### config.mk
export PLATFORM = sky130hd
export DESIGN_NAME = regfile_dump_ctrl
export DESIGN_NICKNAME = d
export VERILOG_FILES = /design/src/rtl/regfile_dump_ctrl_pkg.sv /design/src/rtl/regfile_dump_ctrl.sv
export SDC_FILE = /design/constraint.sdc
export NUM_CORES = 1
export LEC_CHECK = 0
export ABC_AREA = 0
export CORE_MARGIN = 8
export CORE_UTILIZATION = 25
export CTS_CLUSTER_DIAMETER = 100
export DETAILED_ROUTE_END_ITERATION = 6
export PLACE_DENSITY = 0.46
export SYNTH_ARGS = -nofsm -noshare
export SYNTH_HDL_FRONTEND = slang
export SYNTH_SLANG_ARGS = --single-unit
export TNS_END_PERCENT = 5
### constraint.sdc
create_clock -name clk -period 1.89 [get_ports clk]
set_input_delay 0.378 -clock clk [delete_from_list [all_inputs] [get_ports clk]]
set_output_delay 0.378 -clock clk [all_outputs]
set_load 0.01 [all_outputs]
### src/rtl/regfile_dump_ctrl_pkg.sv
// Shared register-bus widths and the dump sequencer state encoding,
// also used by the trace formatter.
package regfile_dump_ctrl_pkg;

    localparam int unsigned REG_DATA_W = 16;
    localparam int unsigned REG_ADDR_W = 4;
    localparam int unsigned REG_COUNT  = 16;

    typedef enum logic [1:0] {
        IDLE = 2'd0,
        READ = 2'd1,
        HOLD = 2'd2,
        FIN  = 2'd3
    } dump_state_t;

endpackage

### src/rtl/regfile_dump_ctrl.sv
// Register-file dump sequencer: scans every register through the sampling
// read port and streams (addr, data, last) words over valid/ready.
module regfile_dump_ctrl
    import regfile_dump_ctrl_pkg::*;
#(
    parameter int DATA_W   = REG_DATA_W,
    parameter int ADDR_W   = REG_ADDR_W,
    parameter int NUM_REGS = REG_COUNT
) (
    input  logic              clk,
    input  logic              rst,
    input  logic              start,
    input  logic              abort,
    output logic              busy,
    output logic              done,
    output logic              rse,
    output logic [ADDR_W-1:0] rsaddr,
    input  logic [DATA_W-1:0] rsdata,
    output logic              out_valid,
    input  logic              out_ready,
    output logic [ADDR_W-1:0] out_addr,
    output logic [DATA_W-1:0] out_data,
    output logic              out_last
);

    localparam logic [ADDR_W-1:0] LAST_ADDR = ADDR_W'(NUM_REGS - 1);

    dump_state_t       state_q, state_d;
    logic [ADDR_W-1:0] counter_q, counter_d;
    logic              valid_d, last_d;
    logic [ADDR_W-1:0] addr_d;
    logic [DATA_W-1:0] data_d;

    always_ff @(posedge clk) begin
        if (rst) begin
            state_q   <= IDLE;
            counter_q <= '0;
            out_valid <= 1'b0;
            out_last  <= 1'b0;
            out_addr  <= '0;
            out_data  <= '0;
        end else begin
            state_q   <= state_d;
            counter_q <= counter_d;
            out_valid <= valid_d;
            out_last  <= last_d;
            out_addr  <= addr_d;
            out_data  <= data_d;
        end
    end

    always_comb begin
        state_d   = state_q;
        counter_d = counter_q;
        valid_d   = out_valid;
        last_d    = out_last;
        addr_d    = out_addr;
        data_d    = out_data;
        rse       = 1'b0;
        rsaddr    = '0;
        done      = 1'b0;
        busy      = (state_q != IDLE);

        case (state_q)
            IDLE: begin
                if (start && !abort) begin
                    counter_d = '0;
                    state_d   = READ;
                end
            end
            READ: begin
                rse    = 1'b1;
                rsaddr = counter_q;
                if (abort) begin
                    state_d = IDLE;
                    valid_d = 1'b0;
                    last_d  = 1'b0;
                end else begin
                    data_d  = rsdata;
                    addr_d  = counter_q;
                    last_d  = (counter_q == LAST_ADDR);
                    valid_d = 1'b1;
                    state_d = HOLD;
                end
            end
            HOLD: begin
                rsaddr = counter_q;
                // abort wins over a same-cycle accept: the word is not delivered
                if (abort) begin
                    state_d = IDLE;
                    valid_d = 1'b0;
                    last_d  = 1'b0;
                end else if (out_valid && out_ready) begin
                    valid_d = 1'b0;
                    if (out_last) begin
                        state_d = FIN;
                    end else begin
                        counter_d = counter_q + 1'b1;
                        state_d   = READ;
                    end
                end
            end
            FIN: begin
                state_d = IDLE;
                if (abort) begin
                    valid_d = 1'b0;
                    last_d  = 1'b0;
                end else begin
                    done = 1'b1;
                end
            end
            default: state_d = IDLE;
        endcase
    end

endmodule

## Yosys cells after proc, flatten, opt, wreduce, memory -nomap -nowiden

Index checks and enable logic that the tools add are counted.

- Register bits: 28
- Input port bits: 21
- Output and inout port bits: 29
- Logic and storage cells: 55

- $add $sub $neg: 1
- Eq/ne operators: 11
- Multiplexer cells: 21
- Bitwise operators: 1
- Reductions and logical operators: 15

Operators with widths:

| operator | number |
|---|---|
| 2-to-1 mux 4 bit | 5 |
| 2-to-1 mux 2 bit | 5 |
| inequality test 2 bit (second input constant) | 5 |
| case mux 2 bit (4 select lines) | 1 |
| case mux 4 bit (2 select lines) | 1 |
| 2-to-1 mux 1 bit | 7 |
| AND reduction 2 bit | 3 |
| nonzero test 2 bit | 3 |
| AND reduction 5 bit | 1 |
| adder 4 x 1 -> 4 bit (second input constant) | 1 |
| == test 2 bit (second input constant) | 2 |
| == test 4 bit (second input constant) | 1 |
| OR reduction 2 bit | 2 |
| inequality test 3 bit (second input constant) | 1 |
| case mux 1 bit (3 select lines) | 1 |
| AND reduction 3 bit | 1 |
| nonzero test 3 bit | 1 |
| == test 2 x 1 -> 1 bit (second input constant) | 1 |
| logical AND 1 bit | 2 |
| zero test 2 bit | 1 |
| inequality test 2 x 1 -> 1 bit (second input constant) | 1 |
| case mux 1 bit (2 select lines) | 1 |
| zero test 1 bit | 1 |
| inverter 1 bit | 1 |

## Longest topological paths before layout

Gate-level depths: netlist of run 1.

- Depth in word-level cells: 5
- Mapped depth: 7
- Gate-level depth less buffers: 6

## Worst setup path before layout of run 1

OpenSTA, ideal clock, no wires.

- Path type: reg-to-reg
- From: register state_q[0]
- To: register out_last
- Setup time: 0.065 ns
- Arrival time: 1.453 ns
- Required time: 1.825 ns
- Setup slack: 0.372 ns
- Cell stages (with the launch flop): 8
- Buffers on the path: 1
- Clock period less this slack: 1.518 ns
- Cells stage by stage: dfxtp_1 inv_1 ha_1 buf_6 or3_1 nor3_1 a31oi_1 nor2_1

- Longest elaborated chain between the ends: 4
- Elaborated cells between the ends (all ways): 8
- Those cells by class: eq/ne: 4; mux: 1; reduce/logical: 3

RTL lines:

| element | RTL line | RTL |
|---|---|---|
| start, declared | regfile_dump_ctrl.sv:28 | `dump_state_t state_q, state_d;` |
| start signal, assigned | regfile_dump_ctrl.sv:43 | `state_q <= state_d;` |
| == test 2 bit | regfile_dump_ctrl.sv:64 | `case (state_q)` |
| OR reduction 2 bit (no source line) | n/a |  |
| inequality test 2 x 1 -> 1 bit (no source line) or nonzero test 2 bit (tied branches) | n/a |  |
| AND reduction 2 bit (no source line) | n/a |  |
| end signal, assigned | regfile_dump_ctrl.sv:46 | `out_last <= last_d;` |
| end, declared | regfile_dump_ctrl.sv:23 | `output logic out_last` |

Several ways; a longest one is shown, not always the timed one.
A chain may end at the register's enable or synchronous reset.

## Worst setup path in the final report of run 1

- From: register state_q[0]
- To: output rsaddr[2]

- Longest elaborated chain between the ends: 3
- Elaborated cells between the ends (all ways): 4
- Those cells by class: eq/ne: 2; mux: 1; reduce/logical: 1

RTL lines:

| element | RTL line | RTL |
|---|---|---|
| == test 2 bit or == test 2 x 1 -> 1 bit (tied branches) | regfile_dump_ctrl.sv:64 |  |
| OR reduction 2 bit (no source line) * | n/a |  |
| 2-to-1 mux 4 bit * | regfile_dump_ctrl.sv:64 |  |
| end, declared | regfile_dump_ctrl.sv:17 | `output logic [ADDR_W-1:0] rsaddr,` |

Every way passes the cells marked *; elsewhere a longest branch is shown, timed or not.

==> summary.txt, run 1 <==
Hold path
  – Worst Hold End: out_data[7]
  – Startpoint of the most critical hold path: out_data[7]
  – Cells on Worst Hold Path: 2
  – Min-Delay Path Class: reg2reg

CTS
  – Total clock buffers created by CTS: 3
  – Clock insertion delay at the later pin of the skew report: 0.27 ns
  – Number of H-tree levels: 1
  – TritonCTS clock tree: done
  – Cell chosen for the clock root: clkbuf_8
  – CTS sink cnt: 28
  – Post-CTS Setup Repair Bufs: 0
  – Hold Buf Count CTS: 0
  – CTS max path bufs: 2
  – Clock-pin slew of the registers on the worst-case setup and hold paths: 0.10 ns

Global route
  – Initial antenna violation count: 0
  – Congestion Overflow GR: 0
  – Largest net degree at the start of global routing: 24
  – Overall routing resource usage: 0.0938
  – Vias in the first global route: 1235
  – First-pass GRT wire length: 5.87 mm

Timing
  – Final Worst Setup Slack: 0.115 ns
  – Worst rel slew slack: 0.726
  – Final count of pins violating max slew: 0
  – Final sum of negative setup slack: 0 ns
  – Count of endpoints failing hold in the final timing report: 0
  – Least-Margin Pin Slew: roughly 0.4 ns
  – Final Setup Violations: 0
  – Worst Clk Skew: around 0.0095 ns
  – Min Tclk post-route: 1.77 ns
  – Maximum clock rate: between 0.5 and 0.6 GHz
  – Final hold slack: 0.457 ns
  – Unrepaired setup endpoints after global routing: no
  – Final period utilization: 0.939

Detailed routing
  – DRC marker count from the first detailed-route iteration: 23
  – Drt wl/cell: 12.6 µm
  – Per-cell via count in the routed design: 4.35
  – Detailed-route DRC error count: 0
  – Via Count: 1244
  – Router iterations before antenna repair: 4
  – Drt total wl: 3.61 mm
  – Final antenna-violating net count: 0

Placed design
  – GP Congestion: 0.803
  – Count of input and output buffers: a little under 50
  – Detailed-placement wirelength estimate: around 2.8 mm
  – Pre-CTS setup slack: -0.00674 ns

Synthesis
  – Number of instances in the synthesized netlist: 163
  – Synth warn: 0
  – Top_reg_cell synth: dfxtp_1
  – Portion of synthesized cell area occupied by the leading cell type: 0.426
  – Proportion of register bits with asynchronous set or reset after synthesis: 0
  – Net count after synthesis: 190
  – Dominant cells by area after synthesis: dfxtp_1, nand2_1, a21oi_1
  – Synth Area per Inst: 8.07 µm²
  – Unique cell type count in the Yosys netlist: 31
  – Cell Area, Synth: 1320 µm²
  – Flop and latch count out of synthesis: 28
  – EDFF count, synth: 0
  – Post-synthesis cell type with the largest combined area: dfxtp_1
  – Sequential fraction of the synthesis area: 0.426

Critical path
  – Ordered cell list for the critical path: inv_1 > ha_4 > and2_1 > dlygate4sd2_1
  – R2r worst-path depth: 6
  – Critical path arrival: between 1 and 1.5 ns
  – Crit Path Max Fanout: 4
  – Worst setup path class: reg2out
  – Critical path required time: 1.51 ns
  – Worst reg2reg path startpoint: state_q[0]
  – Kind of cell with the highest combined delay on the critical path: buffers and inverters
  – Slowest cell delay on critical path: roughly 0.34 ns
  – Buffers and inverters on the worst path: 2
  – R2r setup slk: 0.32 ns
  – Crit path from: state_q[0]
  – End of the worst register-to-register path: out_last
  – Crit start category: flip-flop
  – Critical Path Sink Type: primary output
  – Slowest stage cell on the critical path: dfxtp_1

Floorplan
  – Core region area: 5110 µm²
  – Horizontal extent of the die: ~90 µm
  – Number of top-level design ports: 50
  – Die area: 7840 µm²
  – Vert. Die Dim: between 80 and 90 µm
  – Site Rows: 26
  – Starting utilization of the core area: 0.257

Finish
  – Diodes inserted: 0
  – Count of fill cells added during filler insertion: 564
  – Post-layout net count: 244
  – P&R area growth vs syn: 51.9%
  – Commonest cells after routing, fill and taps aside: nand2_1, clkdlybuf4s50_1, dfxtp_1, a21oi_1, buf_4
  – Proportion of layout cells with a drive suffix above 1: 0.0880
  – Leading cell type in the layout, fill and taps excluded: nand2_1

Power and ir drop
  – Peak ir drop on the vdd network: 0.336 mV
  – Pwr Total: 0.00128 W
  – Power density over cell area: roughly 640 nW/µm²
  – Lkg Pwr: 0.768 nW

Status
  – Run status: finished, final reports clean

Flow run
  – Maxcap violations: 0
==> registers in the layout, indices dropped and copies added (netlist names) <==
name / flops
state_q: 2
out_last: 1
out_valid: 1
counter_q: 4
out_addr: 4
out_data: 16
==> cell usage after synthesis, types with 2 or more instances <==
cell	count
a21oi_1	25
a41oi_1	2
and2_1	4
buf_2	4
buf_6	3
clkbuf_1	3
dfxtp_1	28
ha_1	6
inv_1	6
nand2_1	45
nand2b_1	4
nand3_1	2
nor2_1	7
nor3_1	2
o21ai_1	4
o31ai_1	3
==> worst max path at each step <==
| stage | end | slack [ns] | depth (start not counted) |
|---|---|---|---|
| final | rsaddr[2] | 0.12 | 4 |
| after floorplan | out_last | 0.37 | 7 |
| after detailed placement | counter_q[3] | -0.007 | 6 |
| after global placement | counter_q[3] | 0.02 | 6 |
| after global routing | rsaddr[2] | 0.02 | 4 |
| after CTS | rse | 0.01 | 3 |
==> tightest hold or removal path: cells and delay by family (launching register included) <==
| family | cells | cell delay, ns |
|---|---|---|
| AO/OA/AOI/OAI | 1 | 0.05 |
| flip-flops | 1 | 0.32 |
| AND/OR/NAND/NOR | 1 | 0.05 |
==> cell type report <==
cell class | instances | area [µm²] | share of cell area
Clock buffer | 4 | 55.1 | 0.0276
Inverter | 6 | 22.5 | 0.0113
Multi-Input combinational cell | 119 | 682 | 0.341
Sequential cell | 28 | 561 | 0.281
Tap cell | 70 | 87.6 | 0.0439
Timing Repair Buffer | 59 | 589 | 0.295
==> cells by family after synthesis <==
kind of cell | Yosys count | synth area share
adders and majority gates | 6 | 0.0571
buffers and inverters | 16 | 0.0666
and+or+nand+nor | 72 | 0.267
AOI/OAI and AO/OA | 40 | 0.175
muxes | 1 | 0.00761
DFF | 28 | 0.426
==> through the flow <==
stage | utilization | instance area [µm²] | std cells
2_1_floorplan | - | 1320 | 163
3_3_place_gp | 0.378 | 1930 | 282
3_5_place_dp | 0.378 | 1930 | 282
4_1_cts | 0.390 | 1990 | 286
5_1_grt | 0.391 | 2000 | 286
6_report | 0.391 | 2000 | 286
==> power breakdown <==
part	switching, W	leakage [nW]	total (W)	internal (W)
Combinational	0.000132	0.512	0.000289	0.000157
Sequential	0.0000130	0.227	0.000628	0.000615
Clock	0.000174	0.0288	0.000360	0.000186
==> timing repair <==
| action | in CTS | in global routing |
|---|---|---|
| gates resized for setup | 7 | 2 |
| pin swaps | 0 | 0 |
| setup endpoints to repair | 7 | 2 |
==> layer usage <==
metal / vias up / track usage / routed length (µm) / share of wire
li1: 652 / - / - / -
met1: 553 / 0.103 / 1570 / 0.43
met2: 35 / 0.168 / 1700 / 0.47
met3: 4 / 0.0325 / 301 / 0.083
met4: 0 / 0.0230 / 31 / 0.0086
met5: - / 0 / 0 / 0
Note: power is estimated with default switching activity, not from simulation.
==> inputs of run 2 (changes only) <==
PLACE_DENSITY = 0.48   (was 0.46)
SLEW_MARGIN = 20   (was unset)
==> summary.txt, run 2 (same netlist as run 1, synthesis figures left out) <==
Critical path
  – Critical path arrival: 1.45 ns (+0.05 ns)
  – Slowest cell delay on critical path: 0.54 ns (+0.20 ns)
  – Ordered cell list for the critical path: buf_4 > ha_4 > clkdlybuf4s50_1
  – Slowest stage cell on the critical path: clkdlybuf4s50_1
  – Kind of cell with the highest combined delay on the critical path: buffers and inverters
  – R2r setup slk: 0.33 ns (about the same)
  – Worst reg2reg path startpoint: state_q[1]
  – Critical path required time: 1.51 ns (about the same)
  – Worst setup path class: reg2out
  – R2r worst-path depth: 6 (unchanged)
  – Crit start category: flip-flop
  – Buffers and inverters on the worst path: 2 (unchanged)
  – End of the worst register-to-register path: out_last
  – Critical Path Sink Type: primary output
  – Crit Path Max Fanout: 4 (unchanged)

Timing
  – Final Worst Setup Slack: 0.0664 ns (-0.0487 ns)
  – Final period utilization: 0.965 (+0.0258)
  – Final count of pins violating max slew: 0 (unchanged)
  – Final Setup Violations: 0 (unchanged)
  – Maximum clock rate: 0.548 GHz (-2.7%)
  – Worst Clk Skew: 0.00740 ns (-0.00211 ns)
  – Final sum of negative setup slack: 0 ns (unchanged)
  – Least-Margin Pin Slew: 0.356 ns (-0.0541 ns)
  – Unrepaired setup endpoints after global routing: no
  – Count of endpoints failing hold in the final timing report: 0 (unchanged)
  – Worst rel slew slack: 0.763 (+0.0365)
  – Min Tclk post-route: 1.82 ns (+0.0487 ns)

CTS
  – Number of H-tree levels: 1 (unchanged)
  – TritonCTS clock tree: done
  – Clock insertion delay at the later pin of the skew report: 0.27 ns (about the same)
  – Hold Buf Count CTS: 0 (unchanged)
  – CTS max path bufs: 2 (unchanged)
  – CTS sink cnt: 28 (unchanged)
  – Post-CTS Setup Repair Bufs: 0 (unchanged)
  – Cell chosen for the clock root: clkbuf_8
  – Total clock buffers created by CTS: 3 (unchanged)
  – Clock-pin slew of the registers on the worst-case setup and hold paths: 0.10 ns (about the same)

Finish
  – Number of flip-flops in the largest register: 16 (unchanged)
  – P&R area growth vs syn: 53.3%
  – Commonest cells after routing, fill and taps aside: nand2_1, clkdlybuf4s50_1, dfxtp_1, a21oi_1, buf_4
  – Register name with the most flops: out_data
  – Diodes inserted: 0 (unchanged)
  – Post-layout net count: 246 (+0.82%)
  – Biggest registers after layout: out_data: 16 flops, counter_q: 4 flops, out_addr: 4 flops
  – Leading cell type in the layout, fill and taps excluded: nand2_1
  – Proportion of layout cells with a drive suffix above 1: 0.101 (+0.0130)

Detailed routing
  – Final antenna-violating net count: 0 (unchanged)
  – Drt wl/cell: 12.6 µm (about the same)
  – Drt total wl: 3.63 mm (+0.72%)
  – DRC marker count from the first detailed-route iteration: 53 (+130%)
  – Via Count: 1271 (+2.2%)
  – Per-cell via count in the routed design: 4.41 (+1.5%)
  – Router iterations before antenna repair: 4 (unchanged)
  – Detailed-route DRC error count: 0 (unchanged)

Global route
  – Vias in the first global route: 1210 (-2.0%)
  – Overall routing resource usage: 0.0920 (-0.00171)
  – First-pass GRT wire length: 5.77 mm (-1.7%)
  – Congestion Overflow GR: 0 (unchanged)
  – Initial antenna violation count: 0 (unchanged)
  – Largest net degree at the start of global routing: 21 (-13%)

Status
  – Run status: finished, final reports clean

Power and ir drop
  – Peak ir drop on the vdd network: 0.270 mV (-20%)
  – Power density over cell area: 640 nW/µm² (+0.17%)
  – Lkg Pwr: 0.756 nW (-1.5%)

Hold path
  – Startpoint of the most critical hold path: out_data[14]
  – Worst Hold End: out_data[14]
  – Min-Delay Path Class: reg2reg
  – Cells on Worst Hold Path: 2 (unchanged)

Placed design
  – Count of input and output buffers: 49 (unchanged)
  – GP Congestion: 0.805 (+0.29%)
  – Pre-CTS setup slack: 0.0435 ns (+0.0502 ns)
  – Detailed-placement wirelength estimate: 2.73 mm (-2.4%)

Floorplan
  – Vert. Die Dim: 88.5 µm (unchanged)
  – Starting utilization of the core area: 0.257 (unchanged)
  – Horizontal extent of the die: 88.5 µm (unchanged)
  – Number of top-level design ports: 50 (unchanged)
  – Core region area: 5110 µm² (unchanged)
  – Die area: 7840 µm² (unchanged)
  – Site Rows: 26 (unchanged)

Flow run
  – Maxcap violations: 0 (unchanged)
## run 2: changes by cell type in the layout (fill, tap and decap cells not counted)
cell,previous run,this run
buf_4,8,10
dlymetal6s2s_1,2,0
clkdlybuf4s50_1,42,43
inv_2,0,1
ha_2,1,0
ha_4,1,2
dlygate4sd2_1,5,6
inv_1,6,5
## run 2: routing by layer
metal | part of all wire | global-route usage | up-vias | routed length, µm
met3 | 0.056 | 0.0195 | 2 | 205
met5 | 0 | 0 | - | 0
met1 | 0.50 | 0.116 | 575 | 1810
met2 | 0.44 | 0.150 | 36 | 1600
li1 | - | - | 658 | -
met4 | 0.0063 | 0.0323 | 0 | 23
## run 2: area by class of cell
class	count	area [µm²]
Clock buffer	4	55.1
Tap cell	70	87.6
Inverter	6	22.5
Multi-Input combinational cell	119	692
Sequential cell	28	561
Timing Repair Buffer	61	598
Fill cell	577	3090
## run 2: worst max path at each step
stage	cells after the start	startpoint	end	slack [ns]
floorplan	7	state_q[0]	out_last	0.37
global placement	7	abort	counter_q[3]	0.06
detailed placement	7	abort	counter_q[3]	0.04
CTS	3	state_q[1]	rse	-0.02
global route	3	state_q[0]	rse	0.004
finish	3	state_q[0]	rse	0.07
## run 2: power breakdown
part | total [W] | internal [W] | switching, W | leakage, nW
clock | 0.000365 | 0.000186 | 0.000179 | 0.0288
sequential | 0.000627 | 0.000615 | 0.0000122 | 0.227
combinational | 0.000299 | 0.000162 | 0.000137 | 0.500
## run 2: what timing repair did
action,4_1_cts,5_1_grt
cloned,0,0
resized for setup,8,2
endpoints found under the setup margin,7,1
## run 2: through the flow
stage,power (W),utilization,instance area (µm²),hold WS (ns),cells
after global routing,0.00136,0.395,2020,0.478,288
after global placement,0.000935,0.380,1940,0.442,284
after detailed placement,0.000933,0.380,1940,0.446,284
final,0.00129,0.395,2020,0.456,288
after floorplan,0.000773,-,1320,0.465,163
after CTS,0.00131,0.393,2010,0.460,288
## run 2: worst min-delay path, stage by stage (launching register included)
cell and delay [ns]:
dfxtp_1 0.32, nand2_1 0.05, a21oi_1 0.05
